--- config.mk ---
export PLATFORM = sky130hd
export DESIGN_NAME = if_prefetch_stage
export DESIGN_NICKNAME = d
export VERILOG_FILES = /design/src/rtl/if_pkg.sv /design/src/rtl/if_fetch_fifo.sv /design/src/rtl/if_prefetch_stage.sv
export SDC_FILE = /design/constraint.sdc
export NUM_CORES = 1
export LEC_CHECK = 0
export ABC_AREA = 0
export CELL_PAD_IN_SITES_DETAIL_PLACEMENT = 1
export CELL_PAD_IN_SITES_GLOBAL_PLACEMENT = 1
export CORE_ASPECT_RATIO = 1.4
export CORE_MARGIN = 2
export CORE_UTILIZATION = 45
export DETAILED_ROUTE_END_ITERATION = 6
export GPL_ROUTABILITY_DRIVEN = 0
export GPL_TIMING_DRIVEN = 0
export PLACE_DENSITY_LB_ADDON = 0.1
export SYNTH_ARGS = -nofsm -noshare
export SYNTH_HDL_FRONTEND = slang
export SYNTH_SLANG_ARGS = --single-unit
export TNS_END_PERCENT = 20
--- constraint.sdc ---
create_clock -name clk -period 7.7 [get_ports clk]
set_input_delay 0.77 -clock clk [delete_from_list [all_inputs] [get_ports clk]]
set_output_delay 0.77 -clock clk [all_outputs]
set_load 0.02 [all_outputs]
--- src/rtl/if_pkg.sv ---
// ---------------------------------------------------------------------------
// if_pkg
// Shared definitions for the instruction-fetch prefetch stage.
//   IF_DATA_WIDTH / IF_FIFO_DEPTH : default PC/instruction width and number of
//                                   prefetch entries
//   branch_ctrl_e                 : encoding of the branch_ctrl input
//   fetch_entry_t                 : one prefetch FIFO entry {pc, instr}
// ---------------------------------------------------------------------------
package if_pkg;

   localparam int IF_DATA_WIDTH = 32;
   localparam int IF_FIFO_DEPTH = 4;

   typedef enum logic [1:0] {
      BR_RS1_IMM = 2'd0,   // jalr target
      BR_PC_IMM  = 2'd1,   // pc-relative branch / jal target
      BR_SEQ     = 2'd2,   // keep fetching sequentially
      BR_RESET   = 2'd3    // restart at the reset vector
   } branch_ctrl_e;

   typedef struct packed {
      logic [IF_DATA_WIDTH-1:0] pc;
      logic [IF_DATA_WIDTH-1:0] instr;
   } fetch_entry_t;

endpackage

--- src/rtl/if_fetch_fifo.sv ---
// ---------------------------------------------------------------------------
// if_fetch_fifo
// Generic synchronous FIFO with a combinational head read (first-word
// fall-through), so the head entry is visible the cycle after it is written.
//   clk, srst  : clock, synchronous active-high reset
//   push       : write push_data (accepted when not full, or when a pop
//                happens in the same cycle)
//   pop        : remove the head (ignored when empty)
//   clear      : drop all entries; wins over push and pop
//   head_data  : current head entry
//   full/empty : status flags
//   count      : number of stored entries, 0..DEPTH
// DEPTH must be a power of two and at least 2 so the pointers wrap naturally.
// ---------------------------------------------------------------------------
module if_fetch_fifo #(
   parameter int WIDTH = 32,
   parameter int DEPTH = 4,
   localparam int CW   = $clog2(DEPTH + 1),
   localparam int AW   = $clog2(DEPTH)
) (
   input  logic             clk,
   input  logic             srst,
   input  logic             push,
   input  logic [WIDTH-1:0] push_data,
   input  logic             pop,
   input  logic             clear,
   output logic [WIDTH-1:0] head_data,
   output logic             full,
   output logic             empty,
   output logic [CW-1:0]    count
);

   localparam logic [CW-1:0] DEPTH_C = CW'(DEPTH);

   logic [WIDTH-1:0] mem_reg [DEPTH];
   logic [AW-1:0]    wr_ptr_reg;
   logic [AW-1:0]    rd_ptr_reg;
   logic [CW-1:0]    count_reg;
   logic             push_en;
   logic             pop_en;

   assign full    = (count_reg == DEPTH_C);
   assign empty   = (count_reg == '0);
   assign count   = count_reg;
   assign pop_en  = pop && !empty;
   // A simultaneous pop frees the slot, so a full FIFO still accepts a push.
   assign push_en = push && (!full || pop_en);

   always_ff @(posedge clk) begin
      if (srst || clear) begin
         wr_ptr_reg <= '0;
         rd_ptr_reg <= '0;
         count_reg  <= '0;
      end else begin
         if (push_en) begin
            wr_ptr_reg <= wr_ptr_reg + AW'(1);
         end
         if (pop_en) begin
            rd_ptr_reg <= rd_ptr_reg + AW'(1);
         end
         count_reg <= count_reg + CW'(push_en) - CW'(pop_en);
      end
   end

   // Storage carries no reset; validity is tracked by count_reg alone.
   always_ff @(posedge clk) begin
      if (push_en && !clear && !srst) begin
         mem_reg[wr_ptr_reg] <= push_data;
      end
   end

   assign head_data = mem_reg[rd_ptr_reg];

endmodule

--- src/rtl/if_prefetch_stage.sv ---
// ---------------------------------------------------------------------------
// if_prefetch_stage
// Instruction-fetch stage with a decoupled instruction-memory interface and an
// in-order prefetch FIFO of {pc, instr} entries feeding the IF/ID register.
//   clk, rst             : clock, synchronous active-high reset
//   branch_ctrl          : 0 jalr target, 1 pc-relative target, 2 sequential,
//                          3 restart at RESET_PC
//   pc_mux_imm_rs1/imm   : redirect targets
//   im_req_valid/ready   : fetch request handshake, im_req_addr = fetch PC
//   im_rsp_valid/instr   : in-order instruction return (latency >= 1)
//   id_ready             : ID consumes the head entry
//   instr_flush_sel      : combinationally masks if_instr to FLUSH_INSTR
//   if_valid/pc/instr    : FIFO head towards the IF/ID register
// Requests are only issued while fifo_count + outstanding < FIFO_DEPTH, so
// every returning response always has a free FIFO slot. On a redirect the
// responses still in flight are counted in drop_cnt and discarded on return.
// The entry FIFO stores fetch_entry_t, so DATA_WIDTH must equal
// if_pkg::IF_DATA_WIDTH.
// ---------------------------------------------------------------------------
module if_prefetch_stage
   import if_pkg::*;
#(
   parameter int                    DATA_WIDTH  = IF_DATA_WIDTH,
   parameter int                    FIFO_DEPTH  = IF_FIFO_DEPTH,
   parameter logic [DATA_WIDTH-1:0] RESET_PC    = '0,
   parameter logic [DATA_WIDTH-1:0] FLUSH_INSTR = '0
) (
   input  logic                  clk,
   input  logic                  rst,
   input  logic [1:0]            branch_ctrl,
   input  logic [DATA_WIDTH-1:0] pc_mux_imm_rs1,
   input  logic [DATA_WIDTH-1:0] pc_mux_imm,
   output logic                  im_req_valid,
   input  logic                  im_req_ready,
   output logic [DATA_WIDTH-1:0] im_req_addr,
   input  logic                  im_rsp_valid,
   input  logic [DATA_WIDTH-1:0] im_rsp_instr,
   input  logic                  id_ready,
   input  logic                  instr_flush_sel,
   output logic                  if_valid,
   output logic [DATA_WIDTH-1:0] if_pc,
   output logic [DATA_WIDTH-1:0] if_instr
);

   localparam int              CW           = $clog2(FIFO_DEPTH + 1);
   localparam logic [CW-1:0]   DEPTH_C      = CW'(FIFO_DEPTH);
   localparam logic [CW:0]     DEPTH_CREDIT = (CW + 1)'(FIFO_DEPTH);

   logic [DATA_WIDTH-1:0] fetch_pc_reg;
   logic [DATA_WIDTH-1:0] fetch_pc_next;
   logic [CW-1:0]         outstanding_reg;
   logic [CW-1:0]         outstanding_next;
   logic [CW-1:0]         drop_cnt_reg;
   logic [CW-1:0]         drop_cnt_next;
   logic                  rst_hold_reg;    // keeps requests off the cycle after reset

   logic                  redirect;
   logic                  req_fire;
   logic                  rsp_drop;
   logic                  entry_push;
   logic                  entry_pop;
   logic [CW:0]           credit_used;

   fetch_entry_t          entry_in;
   fetch_entry_t          entry_head;
   logic [CW-1:0]         entry_count;
   logic                  entry_full;
   logic                  entry_empty;

   logic [DATA_WIDTH-1:0] pcq_head;
   logic [CW-1:0]         pcq_count;
   logic                  pcq_full;
   logic                  pcq_empty;
   logic                  unused_status;

   // ------------------------------------------------------------------
   // Control: credit, handshakes, redirect bookkeeping
   // ------------------------------------------------------------------
   always_comb begin
      redirect         = (branch_ctrl != BR_SEQ);
      credit_used      = {1'b0, entry_count} + {1'b0, outstanding_reg};
      // Credit uses only registered state: no path from id_ready.
      im_req_valid     = !rst && !rst_hold_reg && (credit_used < DEPTH_CREDIT);
      req_fire         = im_req_valid && im_req_ready;
      outstanding_next = outstanding_reg + CW'(req_fire) - CW'(im_rsp_valid);
      rsp_drop         = (drop_cnt_reg != '0);
      // A response in the redirect cycle belongs to the old stream.
      entry_push       = im_rsp_valid && !rsp_drop && !redirect;
      entry_pop        = if_valid && id_ready && !redirect;

      entry_in.pc      = pcq_head;
      entry_in.instr   = im_rsp_instr;

      // Everything still in flight after this edge is stale on a redirect,
      // including a request handshaked in this very cycle.
      if (redirect) begin
         drop_cnt_next = outstanding_next;
      end else if (im_rsp_valid && rsp_drop) begin
         drop_cnt_next = drop_cnt_reg - CW'(1);
      end else begin
         drop_cnt_next = drop_cnt_reg;
      end

      case (branch_ctrl)
         BR_RS1_IMM: fetch_pc_next = pc_mux_imm_rs1;
         BR_PC_IMM:  fetch_pc_next = pc_mux_imm;
         BR_RESET:   fetch_pc_next = RESET_PC;
         default:    fetch_pc_next = req_fire ? (fetch_pc_reg + DATA_WIDTH'(4)) : fetch_pc_reg;
      endcase
   end

   always_ff @(posedge clk) begin
      if (rst) begin
         fetch_pc_reg    <= RESET_PC;
         outstanding_reg <= '0;
         drop_cnt_reg    <= '0;
         rst_hold_reg    <= 1'b1;
      end else begin
         fetch_pc_reg    <= fetch_pc_next;
         outstanding_reg <= outstanding_next;
         drop_cnt_reg    <= drop_cnt_next;
         rst_hold_reg    <= 1'b0;
      end
   end

   assign im_req_addr = fetch_pc_reg;

   // ------------------------------------------------------------------
   // Prefetch FIFO of {pc, instr}; cleared on redirect
   // ------------------------------------------------------------------
   if_fetch_fifo #(
      .WIDTH ($bits(fetch_entry_t)),
      .DEPTH (FIFO_DEPTH)
   ) u_entry_fifo (
      .clk       (clk),
      .srst      (rst),
      .push      (entry_push),
      .push_data (entry_in),
      .pop       (entry_pop),
      .clear     (redirect),
      .head_data (entry_head),
      .full      (entry_full),
      .empty     (entry_empty),
      .count     (entry_count)
   );

   // ------------------------------------------------------------------
   // In-flight PC queue: one entry per handshaked request, popped by every
   // response (kept or dropped), so its head is always the PC of the
   // returning instruction. Never cleared by a redirect.
   // ------------------------------------------------------------------
   if_fetch_fifo #(
      .WIDTH (DATA_WIDTH),
      .DEPTH (FIFO_DEPTH)
   ) u_pc_queue (
      .clk       (clk),
      .srst      (rst),
      .push      (req_fire),
      .push_data (fetch_pc_reg),
      .pop       (im_rsp_valid),
      .clear     (1'b0),
      .head_data (pcq_head),
      .full      (pcq_full),
      .empty     (pcq_empty),
      .count     (pcq_count)
   );

   assign unused_status = ^{entry_full, pcq_full, pcq_empty};

   // ------------------------------------------------------------------
   // ID-facing outputs (all from registered FIFO state)
   // ------------------------------------------------------------------
   assign if_valid = !rst && !entry_empty;
   assign if_pc    = if_valid ? entry_head.pc : '0;
   assign if_instr = (instr_flush_sel || !if_valid) ? FLUSH_INSTR : entry_head.instr;

   a_outstanding_bound : assert property (@(posedge clk) disable iff (rst)
      outstanding_reg <= DEPTH_C);

   a_pc_queue_tracks : assert property (@(posedge clk) disable iff (rst)
      pcq_count == outstanding_reg);

endmodule

==> qor.csv <==
stage,metric,value,unit
status,status,"complete, no violations",
pwr,power.leakage,7.148,nW
clock_network,cts_max_level,2,
sta,fin_crit,4.145,ns
hold_path,min_from,u_pc_queue.wr_ptr_reg[1]$_SDFFE_PP0N_,
yosys,synth-seq-cells,441,
sta,worst_clock_skew,0.02716,ns
yosys,synthTopCellsByArea,"edfxtp_1 (64%), mux4_2 (12%), dfxtp_1 (6.4%)",
critical_path,cp_slowest_cell,clkbuf_1,
hold_path,hold_class,reg -> reg,
yosys,yosysTopAreaCellShare,64.38,%
routing,drtAntennaViolNets,0,
yosys,yosysTopAreaCell,edfxtp_1,
routing,drc_errors,0,
routing,routed_wl,40930,µm
yosys,yosys-top-cells-count,"edfxtp_1 (384), mux4_2 (96), nor2b_1 (69)",
place,dpl.cell_count,1746,
global_routing,grt_pass1_vias,10830,
final_layout,fin_area,0.02216,mm²
clock_network,cts_sinks,441,
sta,worst_slew_pin_slew,1.000,ns
final_layout,post_route_cells_drive_above_1_share,16.83,%
yosys,synthAdderAreaFrac,1.662,%
clock_network,post_cts_resized,0,
sta,slew-limit-headroom,33.32,%
yosys,synth-compound-area-share,2.661,%
hold_path,min_path_cells,2,
sta,finalMaxSlewViolations,0,
critical_path,crit_type,reg -> out,
sta,finalSetupTns,0,ns
clock_network,cts_tree,built,
sta,fmax,241.3,MHz
yosys,syn_inst,1012,
yosys,synthXorXnorAreaFrac,0.9779,%
critical_path,cp-start-kind,register,
yosys,synthMostInstantiatedCell,edfxtp_1,
global_routing,antenna_found_initial,0,
yosys,yosys_most_used_dff,edfxtp_1,
sta,grt_setup_unrepaired,false,
pwr,power_density,244.5,mW/mm²
critical_path,path_cells,clkbuf_1 -> buf_2 -> mux4_2 -> nor2b_1 -> clkdlybuf4s50_1,
global_routing,grt_overflow_total,0,
final_layout,largest_register_ffs,256,
critical_path,rr_startpoint,u_entry_fifo.count[2]$_SDFF_PP0_,
clock_network,root_buffer,clkbuf_16,
routing,vias,9866,
yosys,synth_cell_types,59,
yosys,synth_edf_count,384,
sta,finalCritPeriodShare,53.83,%
clock_network,clock_latency,0.55,ns
yosys,synth_top_family_by_area,multiplexers,
place,dp_hpwl,28050,µm
place,portBuffers,199,
critical_path,critPathCaptureType,output pin,
floorplanning,die_width,172.6,µm
floorplanning,fp.dieH,240.1,µm
routing,drt_pre_antenna_iters,7,
critical_path,critPathArrivalTime,3.37,ns
pwr,power_switching,0.001190,W
critical_path,r2r_cells,7,
sta,setup_viol,0,
final_layout,syn_to_final_growth,23.72,%
clock_network,hold_buffers,0,
routing,drt_iter0_drc,467,
critical_path,reg2reg_slack,4.72,ns
hold_path,hold_end,u_pc_queue.wr_ptr_reg[1]$_SDFFE_PP0N_,
global_routing,grtUsageTotal,20.27,%
yosys,post_synth_and_or_nand_nor_area_fraction,7.879,%
pwr,pwr-share-comb,10.0,%
floorplanning,start_util,45.61,%
pwr,vdd_drop_max,135.2,µV
pwr,p_clk_share,39.0,%
yosys,ys_warn_count,0,
run,drv_cap,0,
floorplanning,core-area,0.03928,mm²
pwr,p_sw_share,21.95,%
final_layout,finalNetCount,1388,
routing,wl_per_cell,22.45,µm
yosys,synth-seq-area-share,70.75,%
floorplanning,die-area,0.04144,mm²
critical_path,max_stage_delay,0.74,ns
final_layout,fillers,3605,
yosys,syn_area,0.01791,mm²
yosys,syn_area_per_cell,17.70,µm²
final_layout,instances_no_fill,1823,
yosys,synth_nets,1138,
critical_path,worst_r2r_endpoint,u_pc_queue.mem_reg[2][26]$_DFFE_PP_,
global_routing,grt_pass1_wl,63670,µm
clock_network,cts-buffers-inserted,42,
clock_network,cts_setup_buffers,0,
yosys,async_reset_ff_share,0,%
pwr,internal_power,0.004229,W
floorplanning,ios,202,
global_routing,grt_max_degree,54,
place,place_area,0.02074,mm²
critical_path,crit_required,6.93,ns
pwr,p_seq_share,51.0,%
yosys,synthMuxAreaShare,14.10,%
clock_network,cts.clk_slew.worst_paths,0.06,ns
clock_network,clock_path_buffers,3,
floorplanning,row_count,86,
routing,viasPerCell,5.412,
sta,hold_viol_final,0,
critical_path,cp_max_fo,10,
final_layout,antenna_cells,0,
[power groups by stage]
stage                     sequential, W  clock [W]  combinational, W
after CTS                       0.00276    0.00216          0.000553
final                           0.00276    0.00212          0.000542
after detailed placement        0.00281          0          0.000550
after floorplan                 0.00281          0          0.000349
after global placement          0.00281          0          0.000527
after global routing            0.00277    0.00224          0.000601
[metal layers]
layer | up-vias | global-route usage (%) | wire length [µm]
li1 | 4485 | - | -
met1 | 5046 | 23.74 | 16230
met2 | 255 | 37.57 | 21700
met3 | 80 | 3.447 | 1696
met4 | 0 | 7.123 | 1308
met5 | - | 0 | 0
[final cells by class]
cell class	instances	area [µm²]	share of cell area [%]
Sequential cell	441	12670	57.18
Buffer	53	267.8	1.208
Clock inverter	23	281.5	1.270
Tap cell	528	660.6	2.981
Multi-Input combinational cell	495	4901	22.11
Inverter	23	86.33	0.3896
Timing Repair Buffer	206	2155	9.722
Clock buffer	54	1137	5.132
[critical path: cells and delay by family, from the launching register on]
family	cells	cell delay (ns)
flops	1	0.31
mux	1	0.55
simple gates	1	0.14
buf+inv	3	1.82
[per-stage QoR]
stage / setup WS (ns) / total power (W) / hold WS, ns / utilization [%]
2_1_floorplan: 3.742 / 0.003156 / 0.4847 / -
3_3_place_gp: 1.609 / 0.003339 / 0.5037 / 52.36
3_5_place_dp: 3.621 / 0.003363 / 0.5198 / 52.81
4_1_cts: 3.399 / 0.005478 / 0.5278 / 56.43
5_1_grt: 3.319 / 0.005611 / 0.5622 / 56.43
6_report: 3.555 / 0.005419 / 0.5159 / 56.43
[cell usage in the layout (no fill, tap or decap), drive strengths merged, types with 3 or more instances in the layout]
cell / instances
edfxtp: 384
clkdlybuf4s50: 199
mux4: 96
clkbuf: 83
nor2b: 69
nor2: 67
dfxtp: 57
a21oi: 36
mux2i: 34
buf: 30
nor3: 24
inv: 23
ha: 19
clkinv: 17
nand4: 15
nand3: 14
xnor2: 11
o22ai: 10
and2: 10
nand2: 9
a211oi: 9
xor2: 9
and4: 9
nor4: 9
a31o: 6
bufinv: 6
o21ai: 5
or2: 3
and3: 3
nor3b: 3
fa: 3
a21o: 3
[cell families after synthesis]
kind of cell,Yosys count
buf+inv,76
fa+ha+maj,22
mux,132
xor+xnor,20
flops,441
simple gates,244
compound gates,77
[worst max-delay path by stage]
stage	end	slack (ns)	cells past startpoint
floorplan	u_entry_fifo.mem_reg[0][0]$_DFFE_PP_	3.74	7
global placement	u_entry_fifo.mem_reg[1][12]$_DFFE_PP_	1.61	8
detailed placement	u_entry_fifo.mem_reg[2][40]$_DFFE_PP_	3.62	9
CTS	if_pc[27]	3.40	5
global route	if_pc[19]	3.32	5
finish	if_pc[19]	3.56	5
Power figures use the tool's default switching activity.
